$ cat src/rtl/rv32_hazard_unit_if.sv
// Hazard-control bundle between the RV32 pipeline stages and rv32_hazard_unit.
// The master side is the pipeline, which drives status and receives stall/flush controls.
interface rv32_hazard_unit_if;
    logic [4:0] decode_rs1_unreg_in;
    logic       decode_rs1_read_unreg_in;
    logic [4:0] decode_rs2_unreg_in;
    logic       decode_rs2_read_unreg_in;
    logic       decode_mem_fence_unreg_in;
    logic [4:0] execute_rd_in;
    logic       execute_rd_write_in;
    logic       execute_mem_read_in;
    logic [4:0] mem_rd_in;
    logic       mem_rd_write_in;
    logic       execute_branch_mispredicted_in;
    logic       mem_busy_in;

    logic       fetch_stall_out;
    logic       fetch_flush_out;
    logic       decode_stall_out;
    logic       decode_flush_out;
    logic       execute_stall_out;
    logic       execute_flush_out;
    logic       mem_stall_out;
    logic       fence_active_out;

    modport master (
        output decode_rs1_unreg_in, decode_rs1_read_unreg_in,
        output decode_rs2_unreg_in, decode_rs2_read_unreg_in,
        output decode_mem_fence_unreg_in,
        output execute_rd_in, execute_rd_write_in, execute_mem_read_in,
        output mem_rd_in, mem_rd_write_in,
        output execute_branch_mispredicted_in, mem_busy_in,
        input  fetch_stall_out, fetch_flush_out,
        input  decode_stall_out, decode_flush_out,
        input  execute_stall_out, execute_flush_out,
        input  mem_stall_out, fence_active_out
    );

    modport slave (
        input  decode_rs1_unreg_in, decode_rs1_read_unreg_in,
        input  decode_rs2_unreg_in, decode_rs2_read_unreg_in,
        input  decode_mem_fence_unreg_in,
        input  execute_rd_in, execute_rd_write_in, execute_mem_read_in,
        input  mem_rd_in, mem_rd_write_in,
        input  execute_branch_mispredicted_in, mem_busy_in,
        output fetch_stall_out, fetch_flush_out,
        output decode_stall_out, decode_flush_out,
        output execute_stall_out, execute_flush_out,
        output mem_stall_out, fence_active_out
    );
endinterface

$ cat src/rtl/rv32_hazard_unit.sv
// Stall/flush sequencer for the 5-stage in-order RV32 pipeline, with a FENCE drain FSM.
// Define RV32_FORWARDING_EN when EX->EX and MEM->EX bypass paths exist (only load-use stalls).
module rv32_hazard_unit #(
    parameter int DRAIN_CYCLES = 3
) (
    input logic               clk,
    input logic               reset,
    rv32_hazard_unit_if.slave hz
);
    localparam int CW = $clog2(DRAIN_CYCLES + 1);
    localparam logic [CW-1:0] CNT_INIT = CW'(DRAIN_CYCLES - 1);

    if (DRAIN_CYCLES < 1) begin : g_bad_param
        $error("rv32_hazard_unit: DRAIN_CYCLES must be >= 1");
    end

    typedef enum logic [1:0] {
        IDLE    = 2'd0,
        DRAIN   = 2'd1,
        RELEASE = 2'd2
    } state_t;

    state_t        state, state_n;
    logic [CW-1:0] drain_cnt, drain_cnt_n;

    logic raw_ex, raw_mem, load_use, data_hazard, fence_stall;
    logic fetch_stall, fetch_flush, decode_stall, decode_flush;
    logic execute_stall, execute_flush, mem_stall, fence_active;

    // x0 reads never create a dependency, hence the rd != 0 qualifiers.
    always_comb begin
        raw_ex = hz.execute_rd_write_in && (hz.execute_rd_in != 5'd0) &&
                 ((hz.decode_rs1_read_unreg_in && (hz.decode_rs1_unreg_in == hz.execute_rd_in)) ||
                  (hz.decode_rs2_read_unreg_in && (hz.decode_rs2_unreg_in == hz.execute_rd_in)));
        raw_mem = hz.mem_rd_write_in && (hz.mem_rd_in != 5'd0) &&
                  ((hz.decode_rs1_read_unreg_in && (hz.decode_rs1_unreg_in == hz.mem_rd_in)) ||
                   (hz.decode_rs2_read_unreg_in && (hz.decode_rs2_unreg_in == hz.mem_rd_in)));
        load_use = hz.execute_mem_read_in && raw_ex;
    end

`ifdef RV32_FORWARDING_EN
    assign data_hazard = load_use;
`else
    // Writeback is never checked: the register file writes through.
    assign data_hazard = raw_ex || raw_mem;
`endif

    assign fence_stall = (state == DRAIN) ||
                         ((state == IDLE) && hz.decode_mem_fence_unreg_in);

    always_ff @(posedge clk) begin
        if (reset) begin
            state     <= IDLE;
            drain_cnt <= '0;
        end else begin
            state     <= state_n;
            drain_cnt <= drain_cnt_n;
        end
    end

    always_comb begin
        state_n       = state;
        drain_cnt_n   = drain_cnt;
        fetch_stall   = 1'b0;
        fetch_flush   = 1'b0;
        decode_stall  = 1'b0;
        decode_flush  = 1'b0;
        execute_stall = 1'b0;
        execute_flush = 1'b0;
        mem_stall     = 1'b0;
        fence_active  = (state != IDLE);

        if (reset) begin
            fetch_flush   = 1'b1;
            decode_flush  = 1'b1;
            execute_flush = 1'b1;
            fence_active  = 1'b0;
        end else if (hz.mem_busy_in) begin
            // Whole pipe freezes; the FSM and drain counter hold with it.
            fetch_stall   = 1'b1;
            decode_stall  = 1'b1;
            execute_stall = 1'b1;
            mem_stall     = 1'b1;
        end else if (hz.execute_branch_mispredicted_in) begin
            fetch_flush  = 1'b1;
            decode_flush = 1'b1;
            state_n      = IDLE;
            drain_cnt_n  = '0;
        end else begin
            if (data_hazard || fence_stall) begin
                fetch_stall  = 1'b1;
                decode_flush = 1'b1;
            end
            unique case (state)
                IDLE: begin
                    // A fence that is also load-use dependent still starts draining.
                    if (hz.decode_mem_fence_unreg_in) begin
                        state_n     = DRAIN;
                        drain_cnt_n = CNT_INIT;
                    end
                end
                DRAIN: begin
                    if (drain_cnt == '0) state_n = RELEASE;
                    else                 drain_cnt_n = drain_cnt - 1'b1;
                end
                RELEASE: begin
                    // The fence only leaves decode when no data hazard holds it back.
                    if (!data_hazard) state_n = IDLE;
                end
                default: begin
                    state_n     = IDLE;
                    drain_cnt_n = '0;
                end
            endcase
        end
    end

    assign hz.fetch_stall_out   = fetch_stall;
    assign hz.fetch_flush_out   = fetch_flush;
    assign hz.decode_stall_out  = decode_stall;
    assign hz.decode_flush_out  = decode_flush;
    assign hz.execute_stall_out = execute_stall;
    assign hz.execute_flush_out = execute_flush;
    assign hz.mem_stall_out     = mem_stall;
    assign hz.fence_active_out  = fence_active;
endmodule

$ cat src/flat_wrapper.sv
// flat-port wrapper written by rule: the top's interface ports become plain ports
module rv32_hazard_unit_flat 
#(
    parameter int DRAIN_CYCLES = 3
)
  (clk, reset, hz_decode_rs1_unreg_in, hz_decode_rs1_read_unreg_in, hz_decode_rs2_unreg_in, hz_decode_rs2_read_unreg_in, hz_decode_mem_fence_unreg_in, hz_execute_rd_in, hz_execute_rd_write_in, hz_execute_mem_read_in, hz_mem_rd_in, hz_mem_rd_write_in, hz_execute_branch_mispredicted_in, hz_mem_busy_in, hz_fetch_stall_out, hz_fetch_flush_out, hz_decode_stall_out, hz_decode_flush_out, hz_execute_stall_out, hz_execute_flush_out, hz_mem_stall_out, hz_fence_active_out);
  rv32_hazard_unit_if hz_i ();
  input logic clk;
  input logic reset;
  input wire logic [$bits(hz_i.decode_rs1_unreg_in)-1:0] hz_decode_rs1_unreg_in;
  input wire logic [$bits(hz_i.decode_rs1_read_unreg_in)-1:0] hz_decode_rs1_read_unreg_in;
  input wire logic [$bits(hz_i.decode_rs2_unreg_in)-1:0] hz_decode_rs2_unreg_in;
  input wire logic [$bits(hz_i.decode_rs2_read_unreg_in)-1:0] hz_decode_rs2_read_unreg_in;
  input wire logic [$bits(hz_i.decode_mem_fence_unreg_in)-1:0] hz_decode_mem_fence_unreg_in;
  input wire logic [$bits(hz_i.execute_rd_in)-1:0] hz_execute_rd_in;
  input wire logic [$bits(hz_i.execute_rd_write_in)-1:0] hz_execute_rd_write_in;
  input wire logic [$bits(hz_i.execute_mem_read_in)-1:0] hz_execute_mem_read_in;
  input wire logic [$bits(hz_i.mem_rd_in)-1:0] hz_mem_rd_in;
  input wire logic [$bits(hz_i.mem_rd_write_in)-1:0] hz_mem_rd_write_in;
  input wire logic [$bits(hz_i.execute_branch_mispredicted_in)-1:0] hz_execute_branch_mispredicted_in;
  input wire logic [$bits(hz_i.mem_busy_in)-1:0] hz_mem_busy_in;
  output wire logic [$bits(hz_i.fetch_stall_out)-1:0] hz_fetch_stall_out;
  output wire logic [$bits(hz_i.fetch_flush_out)-1:0] hz_fetch_flush_out;
  output wire logic [$bits(hz_i.decode_stall_out)-1:0] hz_decode_stall_out;
  output wire logic [$bits(hz_i.decode_flush_out)-1:0] hz_decode_flush_out;
  output wire logic [$bits(hz_i.execute_stall_out)-1:0] hz_execute_stall_out;
  output wire logic [$bits(hz_i.execute_flush_out)-1:0] hz_execute_flush_out;
  output wire logic [$bits(hz_i.mem_stall_out)-1:0] hz_mem_stall_out;
  output wire logic [$bits(hz_i.fence_active_out)-1:0] hz_fence_active_out;
  assign hz_i.decode_rs1_unreg_in = hz_decode_rs1_unreg_in;
  assign hz_i.decode_rs1_read_unreg_in = hz_decode_rs1_read_unreg_in;
  assign hz_i.decode_rs2_unreg_in = hz_decode_rs2_unreg_in;
  assign hz_i.decode_rs2_read_unreg_in = hz_decode_rs2_read_unreg_in;
  assign hz_i.decode_mem_fence_unreg_in = hz_decode_mem_fence_unreg_in;
  assign hz_i.execute_rd_in = hz_execute_rd_in;
  assign hz_i.execute_rd_write_in = hz_execute_rd_write_in;
  assign hz_i.execute_mem_read_in = hz_execute_mem_read_in;
  assign hz_i.mem_rd_in = hz_mem_rd_in;
  assign hz_i.mem_rd_write_in = hz_mem_rd_write_in;
  assign hz_i.execute_branch_mispredicted_in = hz_execute_branch_mispredicted_in;
  assign hz_i.mem_busy_in = hz_mem_busy_in;
  assign hz_fetch_stall_out = hz_i.fetch_stall_out;
  assign hz_fetch_flush_out = hz_i.fetch_flush_out;
  assign hz_decode_stall_out = hz_i.decode_stall_out;
  assign hz_decode_flush_out = hz_i.decode_flush_out;
  assign hz_execute_stall_out = hz_i.execute_stall_out;
  assign hz_execute_flush_out = hz_i.execute_flush_out;
  assign hz_mem_stall_out = hz_i.mem_stall_out;
  assign hz_fence_active_out = hz_i.fence_active_out;
  rv32_hazard_unit #(.DRAIN_CYCLES(DRAIN_CYCLES)) u_core (.clk(clk), .reset(reset), .hz(hz_i));
endmodule
$ cat config.mk
export PLATFORM = sky130hd
export DESIGN_NAME = rv32_hazard_unit_flat
export DESIGN_NICKNAME = d
export VERILOG_FILES = /design/src/rtl/rv32_hazard_unit_if.sv /design/src/rtl/rv32_hazard_unit.sv /design/src/flat_wrapper.sv
export SDC_FILE = /design/constraint.sdc
export NUM_CORES = 1
export LEC_CHECK = 0
export ABC_CLOCK_PERIOD_IN_PS = 3250
export CORE_MARGIN = 4
export CORE_UTILIZATION = 37
export CTS_BUF_LIST = sky130_fd_sc_hd__clkbuf_2
export CTS_CLUSTER_SIZE = 16
export DETAILED_ROUTE_END_ITERATION = 12
export PLACE_DENSITY = 0.88
export SLEW_MARGIN = 30
export SYNTH_ARGS = -nofsm -noshare
export SYNTH_HDL_FRONTEND = slang
export SYNTH_SLANG_ARGS = --single-unit
$ cat constraint.sdc
create_clock -name clk -period 3.25 [get_ports clk]
set_input_delay 0.975 -clock clk [delete_from_list [all_inputs] [get_ports clk]]
set_output_delay 0.975 -clock clk [all_outputs]
set_load 0.01 [all_outputs]
==> flow_summary_export.csv <==
group,metric,value,unit
placement,place_area,0.001031,mm²
floorplanning,die_w,48.12,µm
pwr,power.net_switching,82.43,µW
global_route,first_global_vias,791,
pwr,ir_worst_vdd,0.1161,mV
synthesis,synth_top_family_by_area,"XOR/XNOR gates",
clock_tree,cts_buffers,3,
job,drv_cap,0,
placement,portBuffers,36,
timing,worst_slew_pin_slew,0.3430,ns
pwr,finalPower,226.5,µW
synthesis,yosys.area_share.xor_xnor,0.2941,
pwr,p_int,144.1,µW
synthesis,synth_compound_area_frac,0.2017,
clock_tree,tritoncts,"done",
final_layout,layout_common_cells,"xnor2_1 (19), buf_4 (13), dlygate4sd2_1 (11)",
final_layout,mostFrequentLayoutCell,"xnor2_1",
placement,gp_congestion,0.7448,
floorplanning,start_util,0.3953,
drt,routed_wirelength,2219,µm
global_route,grt_max_degree,10,
timing,rsz0062_at_grt,"true",
synthesis,synth-edff-count,0,
hold_path,hold_class,"flop to flop",
setup_path,critPathRequiredTime,2.27,ns
setup_path,endpoint_kind,"output port",
pwr,powerDensity,218.9,mW/mm²
synthesis,synth_seq_cells,4,
synthesis,synthDistinctLibCells,28,
synthesis,synthCells,82,
synthesis,synth-adder-area-share,0.02101,
timing,setup_violations,2,
final_layout,area_delta_synth_final,73.74,%
floorplanning,die_area,0.002316,mm²
pwr,cellLeakagePower,0.0004540,µW
outcome,violations,"negative setup slack",
floorplanning,boundaryPins,38,
clock_tree,clockRootBuffer,"clkbuf_2",
floorplanning,rows,14,
clock_tree,htreeDepth,1,
drt,antenna_left,0,
final_layout,fillers,127,
timing,final_hold_viol_count,0,
global_route,antenna_found_initial,0,
pwr,share_comb_of_total_power,0.539,
outcome,status,"complete, but fails checks",
synthesis,syn-num-nets,113,
clock_tree,clk_path_buf_depth,2,
pwr,clkPwrFrac,0.221,
clock_tree,clock-sinks,4,
synthesis,synth_ff_type,"dfxtp_1",
timing,layout_setup_ws,-0.05522,ns
final_layout,nets,163,
synthesis,synthArstFlopShare,0,
synthesis,syn_area_per_cell,7.263,µm²
drt,drt_pass1_iterations,4,
drt,vias,766,
final_layout,drive_above_1_share,0.2692,
clock_tree,hold_buffers,0,
synthesis,synthMuxAreaShare,0.03361,
floorplanning,core_area,0.001506,mm²
clock_tree,clk_latency,0.23,ns
setup_path,critPathLaunchType,"primary input",
global_route,grt_first_pass_wirelength,3512,µm
timing,fin_skew,0.001857,ns
timing,drv_slew,0,
pwr,p_seq_frac,0.240,
synthesis,yosysSeqAreaShare,0.1345,
final_layout,post-route-util,0.6869,
setup_path,criticalPathCategory,"primary input to output port",
global_route,grt_overflow,0,
drt,via_per_inst,5.247,
final_layout,diodes,0,
placement,hpwl,1854,µm
drt,post_drt_wl_per_cell,15.20,µm
synthesis,syn_area,595.6,µm²
synthesis,synthSimpleGateAreaFrac,0.2437,
timing,max_freq,0.3026,GHz
clock_tree,clk_pin_slew,0.05,ns
setup_path,cp.arrival,2.33,ns
timing,finalCriticalPeriod,3.305,ns
setup_path,critPathMaxFanout,2,
timing,slew_headroom,0.7710,
global_route,track_usage,0.2222,
pwr,sw_frac_of_total,0.3640,
floorplanning,dieHeight,48.12,µm
drt,drc,0,
synthesis,yosys_warnings,0,
timing,layout_worst_path_cycle_share,1.017,
final_layout,final_cell_area,0.001035,mm²
drt,drt-initial-drc-count,16,
-- kinds of logic (layout without fill, tap and decap cells) --
group                      Yosys count  count (layout)
xor gates and xnor gates            20              20
DFF                                  4               4
muxes                                2               2
adders and majority gates            1               1
buffers and inverters                8              56
and+or+nand+nor                     31              31
AOI/OAI and AO/OA                   16              16
-- worst paths after layout --
path,start,to,slack [ns],cells after the start
setup / recovery,hz_execute_rd_in[0],hz_decode_flush_out,-0.06,7
hold / removal,u_core.drain_cnt[0]$_SDFFE_PP0P_,u_core.drain_cnt[0]$_SDFFE_PP0P_,0.51,2
setup reg to reg,u_core.state[0]$_SDFFE_PP0P_,u_core.drain_cnt[0]$_SDFFE_PP0P_,1.87,5
hold reg to reg,u_core.drain_cnt[0]$_SDFFE_PP0P_,u_core.drain_cnt[0]$_SDFFE_PP0P_,0.51,2
-- synthesized netlist by cell type, types with 2 or more instances --
| library cell | number | area, µm² |
|---|---|---|
| a21o_1 | 2 | 15.01 |
| nand2_1 | 7 | 26.28 |
| buf_4 | 3 | 22.52 |
| xnor2_1 | 20 | 175.2 |
| nor2_1 | 11 | 41.29 |
| nor3_1 | 3 | 15.01 |
| nand4_1 | 4 | 25.02 |
| mux2i_1 | 2 | 20.02 |
| dfxtp_1 | 4 | 80.08 |
| a21oi_1 | 4 | 20.02 |
| nand2b_1 | 2 | 12.51 |
| inv_1 | 4 | 15.01 |
-- repair_timing --
item	4_1_cts	5_1_grt
buffers inserted	2	0
resized for setup	50	17
endpoints found under the hold margin	0	0
setup endpoints to repair	6	3
gates cloned	0	0
pin swaps	8	13
-- power groups by stage --
stage          Clock, µW  Combinational [µW]  Sequential, µW
3_5_place_dp           0                 128            55.1
3_3_place_gp           0                 123            54.8
4_1_cts             49.9                 120            54.1
6_report            50.0                 122            54.3
5_1_grt             52.0                 132            54.4
2_1_floorplan          0                56.3            52.9
-- state kept, by name, indices dropped and copies added (netlist names) --
name and cells:
u_core.drain_cnt 2, u_core.state 2
-- metrics by stage --
step                TNS [ns]  setup slack, ns  cells  hold WS (ns)
finish              -0.09231         -0.05522    146        0.5111
global route         -0.1472         -0.07550    146        0.5456
CTS                 -0.08112         -0.04466    146        0.5070
detailed placement    -1.481          -0.6617    141        0.5005
global placement      -1.323          -0.6054    141        0.4703
floorplan                  0           0.3093     82        0.4524
-- area by class of cell --
class                           instances  area (µm²)  area share
Clock buffer                            3       15.01     0.01451
Inverter                                4       15.01     0.01451
Multi-Input combinational cell         70       500.5      0.4837
Sequential cell                         4       80.08     0.07739
Tap cell                               16       20.02     0.01935
Timing Repair Buffer                   49       404.1      0.3906
-- worst max-delay path, stage by stage --
cell and delay, ns:
buf_6 0.09, or4_4 0.51, o21a_1 0.19, a32oi_2 0.21, buf_4 0.16, a21oi_2 0.04, buf_2 0.14
-- routing by layer --
| metal | share of wire | global-route usage |
|---|---|---|
| met5 | 0 | 0 |
| met4 | 0.013 | 0.06452 |
| met3 | 0.033 | 0.05535 |
| met2 | 0.54 | 0.3931 |
| met1 | 0.41 | 0.2632 |
Note: power is estimated with default switching activity, not from simulation.
==> RTL edit 1, RTL diff (config.mk and constraints unchanged) <==
`DRAIN_CYCLES` is set to 3 in 2 places; all go to 5.
--- a/src/rtl/rv32_hazard_unit.sv
+++ b/src/rtl/rv32_hazard_unit.sv
@@ -1,7 +1,7 @@
 // Stall/flush sequencer for the 5-stage in-order RV32 pipeline, with a FENCE drain FSM.
 // Define RV32_FORWARDING_EN when EX->EX and MEM->EX bypass paths exist (only load-use stalls).
 module rv32_hazard_unit #(
-    parameter int DRAIN_CYCLES = 3
+    parameter int DRAIN_CYCLES = 5
 ) (
     input logic               clk,
     input logic               reset,
--- a/src/flat_wrapper.sv
+++ b/src/flat_wrapper.sv
@@ -1,7 +1,7 @@
 // flat-port wrapper written by rule: the top's interface ports become plain ports
 module rv32_hazard_unit_flat 
 #(
-    parameter int DRAIN_CYCLES = 3
+    parameter int DRAIN_CYCLES = 5
 )
   (clk, reset, hz_decode_rs1_unreg_in, hz_decode_rs1_read_unreg_in, hz_decode_rs2_unreg_in, hz_decode_rs2_read_unreg_in, hz_decode_mem_fence_unreg_in, hz_execute_rd_in, hz_execute_rd_write_in, hz_execute_mem_read_in, hz_mem_rd_in, hz_mem_rd_write_in, hz_execute_branch_mispredicted_in, hz_mem_busy_in, hz_fetch_stall_out, hz_fetch_flush_out, hz_decode_stall_out, hz_decode_flush_out, hz_execute_stall_out, hz_execute_flush_out, hz_mem_stall_out, hz_fence_active_out);
   rv32_hazard_unit_if hz_i ();
Formal check against the unedited RTL: not equivalent (a bounded check fails within 10 cycles, from zero or initial values and one cycle with reset high).
==> RTL edit 1 against the original RTL <==
Hold slack got worse by 0.035 ns; routed wire length shrank 1.7%; register-to-register slack worse by 0.29 ns; via count grew 6.7%; worst setup slack gained 0.11 ns; final cell count rose by 11%; synthesized area grew 11%; sequential cell count is 1 higher; non-clock buffer count is 2 higher; first-iteration DRC count up 13%; power increased by 11%; clock skew grew 0.0085 ns; cell area grew 10%.
==> RTL edit 1: results (changes against the original RTL) <==
Arr. time, crit path=2.22 ns (was 2.33 ns); Tightest Pin Transition=0.370 ns (was 0.343 ns); global-route wire length before repair=3.35 mm (was 3.51 mm); Reg-to-Reg End=u_core.drain_cnt[2]$_SDFFE_PP0P_ (was u_core.drain_cnt[0]$_SDFFE_PP0P_); worst slack at placement=-0.624 ns (was -0.662 ns); sequential area share after synthesis=15.2% (was 13.4%); H-tree levels=1 (unchanged); P_leak=0.523 nW (was 0.454 nW); GRT Util Overall=17.2% (was 22.2%); Final Skew=0.0104 ns (was 0.00186 ns); Initial Utilization=41.3% (was 39.5%); Hold Path Class=flop to flop (unchanged); Max VDD drop=0.186 mV (was 0.116 mV); clock-pin slew on the worst setup and hold paths=0.07 ns (was 0.05 ns); Syn Area/Cell=7.48 um^2 (was 7.26 um^2); layout cells sized above 1=23.9% (was 26.9%); Synth area leaders=xnor2_1 27%, dfxtp_1 15%, nor2_1 7.4% (was xnor2_1 29%, dfxtp_1 13%, nor2_1 6.9%); Setup crit end=hz_fetch_stall_out (was hz_decode_flush_out); Final WS setup=0.0510 ns (was -0.0552 ns); MaxCap Viol Count=0 (unchanged); Antenna Cells=0 (unchanged); nets@finish=171 (was 163); Vias=817 (was 766); Worst-Skew Late Latency=0.23 ns (about the same); DP HPWL=1.79 mm (was 1.85 mm); R2R cell count=7 (was 5); Distinct cells, synth=29 (was 28); most frequent cells after synthesis=20 x xnor2_1, 13 x nor2_1, 7 x nand2_1 (was 20 x xnor2_1, 11 x nor2_1, 7 x nand2_1); dpl cell area=1110 um^2 (was 1030 um^2); final std cells w/o fill=162 (was 146); largest net degree at the start of global routing=12 (was 10); biggest regs=u_core.drain_cnt x3, u_core.state x2 (was u_core.drain_cnt x2, u_core.state x2); initial detailed-routing violation count=18 (was 16); FILL cells=124 (was 127); Mapped Nets=120 (was 113); reg2reg setup slack=1.58 ns (was 1.87 ns); WL final=2.18 mm (was 2.22 mm); CTS Root Cell=clkbuf_2 (unchanged); Final Wtd Congestion=0.828 (was 0.745); vias in the first global route=779 (was 791); Net Sw Frac=33.9% (was 36.4%); RR Startpoint=u_core.drain_cnt[0]$_SDFFE_PP0P_ (was u_core.state[0]$_SDFFE_PP0P_); status=completed (was finished, violations left); largest fanout on the critical path=3 (was 2); Critical Path Source=hz_execute_rd_in[3] (was hz_execute_rd_in[0])
==> RTL edit 1: worst min path at each step <==
stage | start | to | slack (ns) | depth (start not counted)
after floorplan | u_core.drain_cnt[0]$_SDFFE_PP0P_ | u_core.drain_cnt[0]$_SDFFE_PP0P_ | 0.45 | 2
after global placement | u_core.drain_cnt[0]$_SDFFE_PP0P_ | u_core.drain_cnt[0]$_SDFFE_PP0P_ | 0.47 | 2
after detailed placement | u_core.drain_cnt[0]$_SDFFE_PP0P_ | u_core.drain_cnt[0]$_SDFFE_PP0P_ | 0.47 | 2
after CTS | u_core.drain_cnt[0]$_SDFFE_PP0P_ | u_core.drain_cnt[0]$_SDFFE_PP0P_ | 0.48 | 2
after global routing | u_core.drain_cnt[0]$_SDFFE_PP0P_ | u_core.drain_cnt[0]$_SDFFE_PP0P_ | 0.52 | 2
final | u_core.drain_cnt[0]$_SDFFE_PP0P_ | u_core.drain_cnt[0]$_SDFFE_PP0P_ | 0.48 | 2
==> RTL edit 1: timing repair <==
action / in CTS / in global routing
buffers inserted: 1 / 1
resized for setup: 40 / 7
pin swaps: 9 / 6
hold endpoints to repair: 0 / 0
setup endpoints to repair: 5 / 6
hold buffers: 0 / 0
==> RTL edit 1: kinds of logic (layout without fill, tap and decap cells) <==
| kind of cell | Yosys count | count (layout) | synth area share, % |
|---|---|---|---|
| compound gates | 16 | 16 | 18.4 |
| xor+xnor | 20 | 20 | 26.6 |
| fa+ha+maj | 2 | 2 | 3.80 |
| buf+inv | 8 | 58 | 6.46 |
| flops | 5 | 5 | 15.2 |
| mux | 2 | 2 | 3.04 |
| simple gates | 35 | 35 | 26.4 |
==> RTL edit 1: power groups by stage <==
stage          clock, mW  combinational [mW]  sequential (mW)
4_1_cts           0.0626               0.122           0.0678
6_report          0.0599               0.125           0.0679
3_5_place_dp           0               0.130           0.0691
5_1_grt           0.0666               0.133           0.0684
3_3_place_gp           0               0.126           0.0688
2_1_floorplan          0              0.0584           0.0665
==> RTL edit 1: layer usage <==
metal / GRT usage, % / wire length [um]
met1: 19.5 / 840
met2: 31.7 / 1140
met3: 4.73 / 185
met4: 3.69 / 18
met5: 0 / 0
==> RTL edit 1: cell type report <==
| type | instances | area, um^2 | area share (%) |
|---|---|---|---|
| Tap cell | 24 | 30.0 | 2.63 |
| Sequential cell | 5 | 100 | 8.76 |
| Clock buffer | 4 | 20.0 | 1.75 |
| Inverter | 3 | 11.3 | 0.986 |
| Timing Repair Buffer | 51 | 447 | 39.1 |
| Multi-Input combinational cell | 75 | 534 | 46.8 |
==> RTL edit 1: worst max-delay path: stages <==
cell,delay [ns]
buf_6,0.09
or4_4,0.51
o21a_1,0.20
a32oi_2,0.21
a21oi_1,0.09
buf_2,0.15
==> RTL edit 2, RTL diff (same settings) <==
Without the edit above. Reset style: asynchronous (`reset`), changed in one clocked block.
--- a/src/rtl/rv32_hazard_unit.sv
+++ b/src/rtl/rv32_hazard_unit.sv
@@ -48,7 +48,7 @@
     assign fence_stall = (state == DRAIN) ||
                          ((state == IDLE) && hz.decode_mem_fence_unreg_in);
 
-    always_ff @(posedge clk) begin
+    always_ff @(posedge clk or posedge reset) begin
         if (reset) begin
             state     <= IDLE;
             drain_cnt <= '0;
Behaviour: same outputs for any inputs over 10 cycles, from zero or initial values and one cycle with reset high; that may be too few to reach the edited logic, so the function may still have changed.
==> RTL edit 2 against the original RTL <==
Routed wire length down 0.95%; via count down 0.13%; cell area up 9.2%; critical path depth up 2; power up 38%; sequential cell count unchanged; synthesized area down 2.3%; combinational power up 56%; worst setup slack better by 0.073 ns.
==> RTL edit 2: results (changes against the original RTL) <==
status=completed (was finished, violations left); Distinct cells, synth=25 (was 28); final std cells w/o fill=147 (was 146); largest net degree at the start of global routing=10 (unchanged); nets@finish=164 (was 163); sequential area share after synthesis=17.2% (was 13.4%); WL per Instance=15.0 um (was 15.2 um); DP HPWL=1.66 mm (was 1.85 mm); initial detailed-routing violation count=15 (was 16); Final Skew=0.00180 ns (was 0.00186 ns); biggest regs=u_core.drain_cnt x2, u_core.state x2 (unchanged); worst hold start=u_core.drain_cnt[0]$_DFFE_PP0P_ (was u_core.drain_cnt[0]$_SDFFE_PP0P_); Worst-Skew Late Latency=0.20 ns (was 0.23 ns); Max stage delay on crit path=0.32 ns (was 0.51 ns); Arr. time, crit path=2.26 ns (was 2.33 ns); layout cells sized above 1=48.1% (was 26.9%); CTS Root Cell=clkbuf_2 (unchanged); dominant synthesized flop cell=dfrtp_1 (was dfxtp_1); clock-pin slew on the worst setup and hold paths=0.04 ns; Cells after Synth=78 (was 82); vias in the first global route=854 (was 791); global-route wire length before repair=3.19 mm (was 3.51 mm); Final Wtd Congestion=0.897 (was 0.745); Synth area leaders=xor2_1 24%, dfrtp_1 17%, xnor2_1 6.0% (was xnor2_1 29%, dfxtp_1 13%, nor2_1 6.9%); Slowest-stage cell, CP=nor4_2 (was or4_4); Critical Path Source=hz_decode_rs1_unreg_in[4] (was hz_execute_rd_in[0]); # setup viols final=0 (was 2); P_leak=0.530 nW (was 0.454 nW); H-tree levels=1 (unchanged); most frequent cells after synthesis=16 x xor2_1, 9 x nor2_1, 6 x inv_1 (was 20 x xnor2_1, 11 x nor2_1, 7 x nand2_1); initial antenna violation count=0 (unchanged); Mapped Nets=109 (was 113); Tightest Pin Transition=0.317 ns (was 0.343 ns); Max VDD drop=0.116 mV (about the same); GRT Util Overall=19.5% (was 22.2%); Post-synth ARST share=100% (was 0%); RR Startpoint=u_core.state[0]$_DFFE_PP0P_ (was u_core.state[0]$_SDFFE_PP0P_); Synth warnings=0 (unchanged); Vias=765 (was 766); FILL cells=106 (was 127)
==> RTL edit 2: changes by cell type after synthesis, sizes merged, moves of 3 or more <==
cell | before | now
nor4 | 0 | 5
nand2 | 7 | 2
dfrtp | 0 | 4
o21ai | 2 | 7
nor3 | 3 | 0
xor2 | 0 | 16
nand4 | 4 | 1
dfxtp | 4 | 0
xnor2 | 20 | 4
nand3 | 1 | 4
==> RTL edit 2: worst paths after layout <==
check                                                  end  slack, ns  cells after the start
max in group asynchronous  u_core.drain_cnt[0]$_DFFE_PP0P_       1.91                      3
min                        u_core.drain_cnt[0]$_DFFE_PP0P_       0.58                      2
max                                     hz_fetch_stall_out       0.02                      9
min reg2reg                u_core.drain_cnt[0]$_DFFE_PP0P_       0.58                      2
max reg2reg                u_core.drain_cnt[1]$_DFFE_PP0P_       1.87                      5
min in group asynchronous      u_core.state[1]$_DFFE_PP0P_       1.19                      3
==> RTL edit 2: cells by family (layout without fill, tap and decap cells) <==
family,Yosys count,in the layout,synth area share [%]
AOI/OAI and AO/OA,16,16,18.3
xor gates and xnor gates,20,20,30.1
adders and majority gates,1,1,2.15
buffers and inverters,10,63,8.39
DFF,4,4,17.2
and+or+nand+nor,27,27,23.9
==> RTL edit 2: repair_timing <==
item	in CTS	in global routing
hold endpoints to repair	0	0
pin swaps	14	16
setup endpoints to repair	6	3
gates resized for setup	75	44
buffers inserted	2	1
==> RTL edit 2: power breakdown <==
part | internal, mW | switching (mW)
Clock | 0.0248 | 0.0198
Sequential | 0.0631 | 0.0145
Combinational | 0.0966 | 0.0932
Total | 0.184 | 0.127
==> RTL edit 2: area by class of cell <==
class,instances,area share [%]
inverter,6,1.99
sequential,4,8.86
multi-input combinational,64,48.1
clock buffer,3,1.33
timing repair buffer,54,38.0
tap,16,1.77
==> RTL edit 2: layer usage <==
layer,track usage [%],wire length [um],up-vias
li1,-,-,371
met1,18.9,787,350
met2,38.5,1210,40
met3,2.63,164,4
met4,10.8,33,0
met5,0,0,-
==> RTL edit 2: critical path, delay by kind of cell <==
kind	cells	cell delay, ns
AOI/OAI and AO/OA	3	0.38
xor gates and xnor gates	1	0.14
buffers and inverters	3	0.35
and+or+nand+nor	2	0.40
==> RTL edit 2: per-stage QoR <==
| stage | area (um^2) | setup slack, ns | utilization [%] | setup TNS, ns |
|---|---|---|---|---|
| after floorplan | 582 | 0.306 | - | 0 |
| after global placement | 1050 | -0.774 | 70.4 | -1.62 |
| after detailed placement | 1050 | -0.777 | 70.4 | -1.72 |
| after CTS | 1050 | -0.0114 | 70.3 | -0.0114 |
| after global routing | 1130 | -0.0689 | 75.9 | -0.133 |
| final | 1130 | 0.0178 | 75.9 | 0 |
